$ cat src/rtl/demux_8_collector.sv
// Eight-slot frame collector: distributes a valid/ready word stream into registered
// outputs W0..W7 and presents the complete frame with its own valid/ready handshake.
module demux_8_collector #(
    parameter int N = 32
) (
    input  logic         clk,
    input  logic         rst_n,
    input  logic [N-1:0] in_data,
    input  logic         in_valid,
    input  logic         in_use_sel,
    input  logic [2:0]   in_sel,
    output logic         in_ready,
    input  logic         clear,
    output logic         frame_valid,
    input  logic         frame_ready,
    output logic [7:0]   fill_mask,
    output logic [N-1:0] W0,
    output logic [N-1:0] W1,
    output logic [N-1:0] W2,
    output logic [N-1:0] W3,
    output logic [N-1:0] W4,
    output logic [N-1:0] W5,
    output logic [N-1:0] W6,
    output logic [N-1:0] W7
);

    typedef enum logic {
        FILL = 1'b0,
        FULL = 1'b1
    } state_t;

    state_t       r_state;
    state_t       w_next_state;
    logic [2:0]   r_wr_ptr;
    logic [7:0]   r_fill_mask;
    logic [N-1:0] r_slots [8];

    logic         w_accept;
    logic [2:0]   w_target;
    logic [7:0]   w_onehot;
    logic         w_release;

    assign in_ready    = (r_state == FILL);
    assign frame_valid = (r_state == FULL);
    assign fill_mask   = r_fill_mask;

    assign w_accept  = in_valid & in_ready & ~clear;
    assign w_target  = in_use_sel ? in_sel : r_wr_ptr;
    assign w_onehot  = 8'b0000_0001 << w_target;
    assign w_release = (r_state == FULL) & frame_ready;

    // clear dominates both the fill completion and the frame release
    always_comb begin
        w_next_state = r_state;
        if (clear) begin
            w_next_state = FILL;
        end else begin
            case (r_state)
                FILL: if (w_accept && ((r_fill_mask | w_onehot) == 8'hFF)) w_next_state = FULL;
                FULL: if (frame_ready) w_next_state = FILL;
                default: w_next_state = FILL;
            endcase
        end
    end

    always_ff @(posedge clk) begin
        if (!rst_n) begin
            r_state     <= FILL;
            r_wr_ptr    <= 3'd0;
            r_fill_mask <= 8'h00;
            for (int k = 0; k < 8; k++) begin
                r_slots[k] <= '0;
            end
        end else begin
            r_state <= w_next_state;
            if (clear || w_release) begin
                r_fill_mask <= 8'h00;
                r_wr_ptr    <= 3'd0;
            end else if (w_accept) begin
                r_slots[w_target] <= in_data;
                r_fill_mask       <= r_fill_mask | w_onehot;
                if (!in_use_sel) begin
                    r_wr_ptr <= r_wr_ptr + 3'd1;
                end
            end
        end
    end

    assign W0 = r_slots[0];
    assign W1 = r_slots[1];
    assign W2 = r_slots[2];
    assign W3 = r_slots[3];
    assign W4 = r_slots[4];
    assign W5 = r_slots[5];
    assign W6 = r_slots[6];
    assign W7 = r_slots[7];

endmodule

$ cat config.mk
export PLATFORM = sky130hd
export DESIGN_NAME = demux_8_collector
export DESIGN_NICKNAME = d
export VERILOG_FILES = /design/src/rtl/demux_8_collector.sv
export SDC_FILE = /design/constraint.sdc
export NUM_CORES = 1
export LEC_CHECK = 0
export BUFFER_PORTS_ARGS = -buffer_cell sky130_fd_sc_hd__buf_2
export CORE_ASPECT_RATIO = 0.5
export CORE_MARGIN = 2
export CORE_UTILIZATION = 30
export CTS_BUF_LIST = sky130_fd_sc_hd__clkbuf_4
export CTS_CLUSTER_DIAMETER = 80
export DETAILED_ROUTE_END_ITERATION = 8
export PLACE_DENSITY = 0.56
export SETUP_SLACK_MARGIN = 0.4
export SLEW_MARGIN = 20
export SYNTH_ARGS = -nofsm -noshare
export SYNTH_HDL_FRONTEND = slang
export SYNTH_SLANG_ARGS = --single-unit
$ cat constraint.sdc
create_clock -name clk -period 6.1 [get_ports clk]
set_input_delay 0.915 -clock clk [delete_from_list [all_inputs] [get_ports clk]]
set_output_delay 0.915 -clock clk [all_outputs]
set_load 0.01 [all_outputs]
== Word level (Yosys, flattened, before mapping) ==
Memories as Yosys holds them, arrays and structs flattened.
Index checks and enable logic that the tools add are counted.

* Flip-flop bits (word level): 12
* Bits in writable memories: 256
* Input bits: 41
* Logic and storage cells: 33
* Memories: 1

* $add $sub $neg: 1
* Equal/unequal tests: 1
* Shift-type cells: 1
* Muxes and demuxes: 12
* Bitwise operators: 8
* Reductions and logical operators: 6

{| class="wikitable"
|+ Memories
! name !! words !! bits a word !! rd ports !! clocked after Yosys merged registers in !! wr ports !! line !! source
|-
| r_slots || 8 || 32 || 8 || 0 || 8 || 36 || <nowiki>logic [N-1:0] r_slots [8];</nowiki>
|}

{| class="wikitable"
|+ Operator list
! kind !! number
|-
| $mux 32 || 1
|-
| $reduce_or 32->1 || 1
|-
| $eq 8x8->1 const B || 1
|-
| $mux 1 || 8
|-
| $or 8x8->8 || 1
|-
| $shl 1x3->8 const A || 1
|-
| $mux 3 || 2
|-
| $not 1->1 || 4
|-
| $reduce_or 2->1 || 2
|-
| $add 3x1->3 const B || 1
|-
| $and 1x1->1 || 3
|-
| $pmux 1 s2 || 1
|-
| $reduce_and 2->1 || 1
|-
| $logic_and 1x1->1 || 1
|-
| $logic_or 1x1->1 || 1
|}

== Depth between registers and ports, before layout ==
Gate-level depths: netlist (run 1).

* Word-level depth: 9
* Depth in mapped cells: 7

== Least setup slack after synthesis (run 1) ==
No wires, ideal clock.

* Path type: in2reg
* Start: input port in_use_sel
* End: memory r_slots[6][0] (enable)
* Setup time: 466 ps
* Data arrival time: 3,761 ps
* Required time: 5,634 ps
* Setup slack: 1,873 ps
* Stages: 4
* Cell sequence: buf_6 > nor3b_1 > a31oi_4 > o21ai_0

{| class="wikitable"
|+ RTL lines
! what !! line !! source
|-
| from (decl) || 10 || <nowiki>input logic in_use_sel,</nowiki>
|-
| to (decl) || 36 ||
|}

==> impl_results.md, run 1 <==
* Row count at 47
* Worst-path maximum fanout at 21
* Endpoints failing setup at 0
* Post-synthesis simple-gate area fraction at between 10% and 20%
* Synth warnings at 0
* Vias in the first global route at around 6700
* Buf/Inv on CP at 2
* CTS root buf: clkbuf_4
* Pins Over Slew Limit at 0
* Crit-path cells: buf_2 > mux2i_1 > nand3_1 > nor2b_2 > buf_4 > and2_1
* Post-route ant nets at 0
* Syn Area/Cell at between 15 and 20 µm²
* Lkg Pwr at ~5.6 nW
* Outcome: finished, final reports clean
* Fmax at between 0.3 and 0.4 GHz
* Internal Power at just under 3 mW
* Critical Path RT at about 6.6 ns
* Die Ht at 135 µm
* Synth Area in Compound Gates at between 1.5 and 2%
* Buffers on Ports at between 300 and 400
* Die area at roughly 36000 µm²
* Setup Skew at between 0.03 and 0.04 ns
* Yosys cell types at 39
* Synth Area in Adders at 0.122%
* Total GRT Usage at around 17%
* Remaining DRCs at 0
* Clock transition at path regs at 0.06 ns
* Seq pwr share at a little under three fifths
* Mux contribution to synthesized area at 0.402%
* CTS tree: done
* Min Tclk post-route at 2.65 ns
* Yosys top cell by area: edfxtp_1
* GR Layer Usage met3 at under 10%
* Initial Util at between 30% and 40%
* TritonCTS Buffers at slightly below 70
* Syn Inst Count at between 600 and 700
* RSZ-0062 raised after global routing: no
* GR peak layer: met2
* Switching pwr at a little over 0.9 mW
* Worst vdd ir at approximately 83 µV
* DRT iter0 DRCs at roughly 430
* Worst Tran Pin Value at about 1 ns
* Share of layout cells above drive strength 1 at a little over two fifths
* GRT overflow at 0
* Critical path's top delay family: simple AND/OR/NAND/NOR gates
* Predominant post-synthesis flop cell: edfxtp_1
* H-tree depth at 3
* Critical Path AT at approximately 3.2 ns
* Post-synth top cells: 256 x and2_1, 256 x edfxtp_1, 27 x nor2_1, 13 x nand2_1
* Via density per instance at approximately 4.4
* First-pass GRT wire length at roughly 44000 µm
* Max transition margin at about a third
* Seq/Total Area, Yosys at 77.1%
* Setup TNS at 0 ns
* Drt total wl at a little over 30000 µm
* Vias post-DR at between 6000 and 7000
* Crit end category: register
* Critical path type: input pin to register
* HPWL after detailed placement at roughly 21000 µm
* Met1 usage at a little under a fifth
* Final hold violations at 0
* Startpoint types: input pin
* Crit-path slowest cell: nor2b_2
* EDFF count, synth at 256
* Place WS at 2.83 ns
* DR pass1 iterations at 7
* Total power per unit cell area at roughly 290 nW/µm²
* Clock tree buffer depth at 3
* Routed WL per cell at 20.7 µm
* Post-layout net count at about 1100
* Synth top area cells: edfxtp_1 75%, and2_1 16%, dfxtp_1 2.3%
* M2 GR Usage at 30.4%
* Hold Crit Class: register to register
* Initial antenna violation count at 1
* Post-CTS sizing at 0
* XOR/XNOR share of the synthesized area at less than 1%
* Die W at 266 µm
* Max Cap Viol at 0
* Final worst slack at 3.45 ns
* Layout area overhead at 28.3%
* Core Region at approximately 33000 µm²
* Final GP Congestion at roughly 0.83
* Largest family of logic cells by synthesized area: simple AND/OR/NAND/NOR gates
* Clock Latency Late Sink at between 0.6 and 0.7 ns
* Clk network pwr share at between 30% and 40%
* Net Count, Synth at approximately 700
* Final Cycle Share at 43.4%
* Largest net degree at the start of global routing at 33
* Flops & latches, synth at ~270
* Gate power share at under 10%
* Setup bufs post-CTS at 0
* Clk sinks at 268
* Cell area after synthesis at slightly above 10000 µm²
* Async SR Flop Fraction at 0%
* Switch share at 23.7%
* Slowest stage delay, CP at approximately 0.74 ns
* Fin Hold WS at ~0.55 ns
* Hold buffer count at CTS at 0
* Io pins at around 310
* Area share of the largest cell type after synthesis at around 75%
## cell usage in the layout (no fill, tap or decap), drive strengths merged
master     n
a21o       1
a21oi      8
a31oi      1
and2     256
and3       1
and3b      1
buf      316
clkbuf   101
clkinv     2
dfxtp     12
diode      1
edfxtp   256
ha         1
inv        4
mux2       1
mux2i      3
nand2     13
nand2b     1
nand3      5
nand3b     1
nor2      34
nor2b      1
nor3       3
nor3b      4
o2111ai    1
o211ai     1
o21ai     11
o22ai      1
o31ai      1
o32a       1
or3b       1
or4b       1
xnor2      1
xor2       1
## flip-flops by register name (all words and copies together), names as in the netlist
name         flops
r_slots        256
r_wr_ptr         3
fill_mask        8
frame_valid      1
## power groups by stage
stage / clock (mW) / sequential (mW) / combinational, mW
after global placement: 0 / 2.15 / 0.261
final: 1.44 / 2.11 / 0.266
after detailed placement: 0 / 2.15 / 0.266
after floorplan: 0 / 2.20 / 0.0542
after CTS: 1.47 / 2.11 / 0.267
after global routing: 1.56 / 2.11 / 0.282
## tightest hold or removal path, delay by kind of cell (launching register included)
kind,cells,cell delay [ns]
DFF,1,0.35
and+or+nand+nor,2,0.16
## cell families after synthesis
group / after synthesis
compound gates: 26
fa+ha+maj: 1
simple gates: 322
mux: 4
buf+inv: 32
xor+xnor: 2
flops: 268
## final cells by class
class	instances	area [µm²]
tap	441	552
clock inverter	3	11.3
fill	3182	20200
clock buffer	101	758
inverter	3	11.3
antenna	1	2.50
multi-input combinational	355	2260
timing repair buffer	316	1670
sequential	268	7930
## stage by stage
stage          total power, mW  area [µm²]  instances  utilization [%]
6_report                  3.82       13200       1488             39.5
4_1_cts                   3.85       13100       1485             39.3
3_3_place_gp              2.41       12300       1380             36.9
5_1_grt                   3.96       13200       1488             39.5
2_1_floorplan             2.25       10300        655                -
3_5_place_dp              2.41       12400       1381             37.0
## final timing paths
kind | start | endpoint | slack (ns) | depth (start not counted)
worst max register to register | r_wr_ptr[0] | r_slots[5][15] | 3.61 | 4
worst min-delay path | fill_mask[5] | fill_mask[5] | 0.55 | 2
worst min register to register | fill_mask[5] | fill_mask[5] | 0.55 | 2
worst max-delay path | in_use_sel | r_slots[3][23] | 3.45 | 6
## metal layers
metal | vias to the layer above | wire length, µm
met3 | 64 | 1650
met4 | 0 | 1150
li1 | 3039 | -
met2 | 227 | 16600
met1 | 3208 | 11400
met5 | - | 0
Power figures use the tool's default switching activity.
==> inputs of run 2 (changes only) <==
==> constraint.sdc (replaced) <==
create_clock -name clk -period 2.7 [get_ports clk]
set_input_delay 0.405 -clock clk [delete_from_list [all_inputs] [get_ports clk]]
set_output_delay 0.405 -clock clk [all_outputs]
set_load 0.01 [all_outputs]
==> run 2 against run 1 <==
Net effect:
- non-clock buffer count is 18 higher
- routed wire length about the same
- sequential power grew 130%
- highest routed layer unchanged
- first-iteration DRC count rose by 16%
==> impl_results.md, run 2 (synthesis results as in run 1) <==
* Outcome: finished, final reports clean
* RSZ-0062 raised after global routing: no
* Final hold violations at 0 (unchanged)
* Fmax at between 0.4 and 0.5 GHz
* Crit end category: register
* Clock tree buffer depth at 3 (unchanged)
* Row count at 47 (unchanged)
* Worst Tran Pin Value at 0.713 ns (-0.262 ns)
* Drt total wl at 30800 µm (about the same)
* Largest net degree at the start of global routing at 33 (unchanged)
* Critical Path AT at 2.59 ns (-0.58 ns)
* CTS root buf: clkbuf_4
* Initial antenna violation count at 2 (+1)
* Post-layout net count at 1071 (+1.5%)
* H-tree depth at 3 (unchanged)
* Area of placed instances at 12500 µm² (+1.3%)
* First-pass GRT wire length at 43800 µm (about the same)
* Die Ht at 135 µm (unchanged)
* Fin Hold WS at 0.0766 ns (-0.477 ns)
* Worst-path maximum fanout at 32 (+52%)
* Min Tclk post-route at 2.03 ns
* Critical Path RT at 3.26 ns (-3.36 ns)
* Total power per unit cell area at 661 nW/µm² (+130%)
* Remaining DRCs at 0 (unchanged)
* DR pass1 iterations at 5 (-2)
* Core Region at 33400 µm² (unchanged)
* Most frequent cells in the layout: 306 x buf_2, 256 x and2_1, 256 x edfxtp_1, 102 x clkbuf_4, 27 x nor2_1
* Endpoints failing setup at 0 (unchanged)
* Vias in the first global route at 6651 (-0.79%)
* Leading cell type in the layout, fill and taps excluded: buf_2
* Share of layout cells above drive strength 1 at 42.8% (+0.53 points)
* Die area at 35900 µm² (unchanged)
* Critical path type: register to register
* Most flops, register: r_slots
* Setup Skew at 0.0372 ns (+0.00208 ns)
* Startpoint types: register
* Clk sinks at 268 (unchanged)
* Lkg Pwr at 5.72 nW (+2.4%)
* Pins Over Slew Limit at 0 (unchanged)
* TritonCTS Buffers at 67 (-2.9%)
* Hold Crit Class: input pin to register
* Clock transition at path regs at 0.06 ns (about the same)
* Total GRT Usage at 16.9% (+0.11 points)
* Io pins at 307 (unchanged)
* Clock Latency Late Sink at 0.72 ns (+0.05 ns)
* GRT overflow at 0 (unchanged)
* Vias post-DR at 6646 (+1.7%)
* Max reg flops at 256 (unchanged)
* Initial Util at 30.8% (unchanged)
* CTS tree: done
* DRT iter0 DRCs at 500 (+16%)
* HPWL after detailed placement at 21200 µm (+1.5%)
* Max transition margin at 52.3% (+18 points)
* Worst vdd ir at 194 µV (+130%)
* Layout area overhead at 30.8%
* Post-route ant nets at 0 (unchanged)
* Fin area at 13400 µm² (+1.9%)
* Max Cap Viol at 0 (unchanged)
* Final GP Congestion at 0.869 (+5.0%)
* Die W at 266 µm (unchanged)
* Final Cycle Share at approximately three quarters
* Buffers on Ports at 306 (unchanged)
* Routed WL per cell at 20.3 µm (-2.1%)
* Via density per instance at 4.37 (-0.55%)
run 2: cell count changes in the layout (fill, tap and decap cells not counted):
cell,before,now
bufinv_16,0,2
dlygate4sd3_1,0,5
nor2_4,3,2
clkbuf_4,101,102
buf_4,7,18
diode_2,1,5
buf_16,3,0
buf_12,0,5
nor2_2,4,5
clkinv_1,2,8
inv_2,1,3
run 2: what timing repair did:
| item | CTS | global route |
|---|---|---|
| gates resized for setup | 0 | 0 |
| hold buffers | 5 | 0 |
| buffers inserted | 0 | 0 |
| endpoints found under the hold margin | 19 | 0 |
run 2: path summary, 6_finish.rpt:
kind	from	slack (ns)	cells after the start	endpoint
min reg2reg	fill_mask[6]	0.52	2	fill_mask[6]
max reg2reg	r_wr_ptr[1]	0.67	4	r_slots[6][17]
min	in_data[10]	0.08	2	r_slots[6][10]
max	r_wr_ptr[1]	0.67	4	r_slots[6][17]
run 2: per-layer routing:
metal | routed length (µm) | up-vias | global-route usage (%)
li1 | - | 3087 | -
met1 | 12000 | 3308 | 19.4
met2 | 16200 | 182 | 29.6
met3 | 1420 | 69 | 4.49
met4 | 1110 | 0 | 7.74
met5 | 0 | - | 0
run 2: where the power goes:
| part | switching, mW | internal [mW] | leakage [nW] |
|---|---|---|---|
| Sequential | 0.0478 | 4.71 | 2.73 |
| Combinational | 0.420 | 0.197 | 2.47 |
| Clock | 1.61 | 1.91 | 0.523 |
| Total | 2.08 | 6.81 | 5.72 |
run 2: final cells by class:
class                   count  area (µm²)
fillers                  3172       20000
flip-flops and latches    268        7930
multi-input cells         355        2260
repair buffers            334        1820
clock buffers             102         766
well taps                 441         552
clock inverters            13         101
diodes                      5        12.5
inverters                   3        11.3
run 2: critical path, stage by stage, from the launching register on:
cell	delay [ns]
dfxtp_1	0.50
nor3b_1	0.38
a31oi_4	0.14
nor2_4	0.63
and2_1	0.22
run 2: metrics by stage:
stage | util [%] | setup TNS (ns) | setup slack, ns | power (mW) | cells
after floorplan | - | -8.34 | -0.130 | 5.08 | 655
after detailed placement | 37.5 | 0 | 0.270 | 5.47 | 1396
final | 40.3 | 0 | 0.673 | 8.89 | 1521
after global placement | 37.4 | 0 | 0.145 | 5.47 | 1396
after global routing | 40.3 | 0 | 0.560 | 9.25 | 1521
after CTS | 40.2 | 0 | 0.442 | 9.02 | 1516
==> inputs of run 3 (changes only) <==
==> constraint.sdc (replaced) <==
create_clock -name clk -period 1.88 [get_ports clk]
set_input_delay 0.282 -clock clk [delete_from_list [all_inputs] [get_ports clk]]
set_output_delay 0.282 -clock clk [all_outputs]
set_load 0.01 [all_outputs]
==> run 3 against run 2 <==
Net effect:
- count of clock-buffer cells in the layout is 10 lower
- clock skew is 0.00072 ns lower
- worst hold slack worse by 0.031 ns
- non-clock buffer count is 103 higher
- cell area is 15% higher
- critical path depth is 6 higher
- critical endpoint is now r_slots[0][6]
==> impl_results.md, run 3 (synthesis results as in run 1) <==
* Place WS at -0.242 ns (-0.512 ns)
* Gate power share at 9.9% (+3.0 points)
* Lkg Pwr at 6.62 nW (+16%)
* Vias post-DR at 7416 (+12%)
* CTS tree: done
* Worst Tran Pin Value at 0.720 ns (+0.00632 ns)
* Io pins at 307 (unchanged)
* Via density per instance at 4.58 (+4.8%)
* Setup Skew at 0.0365 ns (-0.000724 ns)
* Max transition margin at 51.9% (-0.42 points)
* Total GRT Usage at 19.6% (+2.7 points)
* Buffers on Ports at 306 (unchanged)
* Worst-path maximum fanout at 6 (-81%)
* H-tree depth at 3 (unchanged)
* TritonCTS Buffers at 68 (+1.5%)
* Remaining DRCs at 0 (unchanged)
* Final hold violations at 0 (unchanged)
* Core Region at 33400 µm² (unchanged)
* Row count at 47 (unchanged)
* Slowest stage delay, CP at 0.32 ns (-0.31 ns)
* Post-Layout Cell Count at 1619 (+6.4%)
* Die Ht at 135 µm (unchanged)
* Clock tree buffer depth at 3 (unchanged)
* Drt total wl at 36800 µm (+20%)
* Hold_sp: in_data[29]
* Critical Path AT at 2.33 ns (-0.26 ns)
* Most flops, register: r_slots
* Post-layout net count at 1180 (+10%)
* Die W at 266 µm (unchanged)
* Leading cell type in the layout, fill and taps excluded: buf_2
* DRT iter0 DRCs at 506 (+1.2%)
* Clk sinks at 268 (unchanged)
* Switching pwr at 3.17 mW (+53%)
* Pins Over Slew Limit at 0 (unchanged)
* CTS root buf: clkbuf_4
* Most frequent cells in the layout: 283 x buf_2, 256 x edfxtp_1, 196 x and2_1, 92 x clkbuf_4, 60 x and2_4
* Endpoints failing setup at 0 (unchanged)
* First-pass GRT wire length at 50100 µm (+14%)
* Clock transition at path regs at 0.07 ns (about the same)
* Hold Crit Class: input pin to register
* Outcome: finished, final reports clean
* GRT overflow at 0 (unchanged)
* Max Cap Viol at 0 (unchanged)
* Share of layout cells above drive strength 1 at 53.7% (+11 points)
* Crit-path slowest cell: dfxtp_2
* # placed instances at 1413 (+1.2%)
* Die area at 35900 µm² (unchanged)
* Worst vdd ir at 323 µV (+66%)
* Fmax at 0.551 GHz (+12%)
* Final worst slack at 0.0658 ns (-0.607 ns)
* RSZ-0062 raised after global routing: yes
* Routed WL per cell at 22.8 µm (+12%)
* Crit end category: register
* Post-route ant nets at 0 (unchanged)
* Critical Path RT at 2.39 ns (-0.87 ns)
* Internal Power at 9.83 mW (+44%)
* Clk network pwr share at 37.5% (-2.0 points)
* Final Cycle Share at 96.5% (+21 points)
* Total power per unit cell area at 839 nW/µm² (+27%)
* Startpoint types: register
* Clock Latency Late Sink at 0.68 ns (-0.04 ns)
* Vias in the first global route at 7474 (+12%)
* Tot Pwr at 13.0 mW (+46%)
* Layout area overhead at 50.8%
* DR pass1 iterations at 5 (unchanged)
* Crit-path cells: buf_6 > mux2i_4 > buf_6 > nand3_4 > buf_6 > buf_6 > nor2_4 > buf_4 > buf_6 > and2_1
* Crit path from: r_wr_ptr[2]
* HPWL after detailed placement at 21900 µm (+3.6%)
* Fin Hold WS at 0.0454 ns (-0.0312 ns)
* Initial antenna violation count at 2 (unchanged)
* Most frequent CP cell: buf_6
* Initial Util at 30.8% (unchanged)
* Max reg flops at 256 (unchanged)
* Largest net degree at the start of global routing at 33 (unchanged)
* Critical path type: register to register
* Min Tclk post-route at 1.81 ns (-0.213 ns)
* Final GP Congestion at 0.836 (-3.8%)
* Switch share at 24.4% (+1.0 points)
* Seq pwr share at 52.6% (-0.9 points)
* RR Startpoint: r_wr_ptr[2]
## run 3: cell types whose count changed in the layout (fill, tap and decap cells not counted), moves of 7 or more
cell / delta
buf_2: -23
buf_12: +16
clkbuf_16: +7
dfxtp_1: -11
dlygate4sd3_1: +13
buf_8: +8
and2_1: -60
buf_6: +58
clkbuf_4: -10
buf_16: +11
and2_4: +60
buf_4: +13
## run 3: per-stage QoR
step | TNS, ns | cell area, µm² | util (%)
after detailed placement | -18.38 | 12800 | 38.2
after global routing | 0 | 15500 | 46.4
final | 0 | 15500 | 46.4
after CTS | 0 | 14700 | 44.0
after global placement | -12.27 | 12800 | 38.2
after floorplan | 0 | 10500 | -
## run 3: power by group through the flow
| stage | combinational (mW) | clock [mW] | sequential (mW) |
|---|---|---|---|
| global route | 1.34 | 5.26 | 6.85 |
| floorplan | 0.212 | 0 | 7.11 |
| detailed placement | 0.951 | 0 | 6.96 |
| finish | 1.29 | 4.87 | 6.83 |
| global placement | 0.941 | 0 | 6.96 |
| CTS | 1.15 | 4.96 | 6.84 |
## run 3: cell type report
class / count / area (µm²)
clock inverters: 16 / 114
clock buffers: 92 / 691
repair buffers: 437 / 3500
inverters: 3 / 11.3
diodes: 2 / 5.00
multi-input cells: 360 / 2670
fillers: 2970 / 17900
flip-flops and latches: 268 / 7950
well taps: 441 / 552
## run 3: worst max-delay path: cells and delay by family, from the launching register on
family                 cells  cell delay [ns]
muxes                      1             0.18
DFF                        1             0.32
and+or+nand+nor            3             0.37
buffers and inverters      6             0.79
## run 3: final timing paths
path               endpoint  slack (ns)  cells past startpoint
max reg2reg   r_slots[0][6]        0.07                     10
min reg2reg    fill_mask[1]        0.51                      2
max           r_slots[0][6]        0.07                     10
min          r_slots[4][29]        0.05                      2
## run 3: routing by layer
metal	vias to the layer above	global-route usage, %	wire length, µm
met4	0	9.05	1410
met2	254	35.8	19500
li1	3320	-	-
met3	88	4.27	2010
met1	3754	22.0	13900
met5	-	0	0
## run 3: what timing repair did
action	CTS	global route
hold endpoints to repair	71	1
resized for setup	71	139
buffers inserted	30	17
hold buffers	17	1
pin swaps	11	11
endpoints found under the setup margin	780	784
cloned	21	10
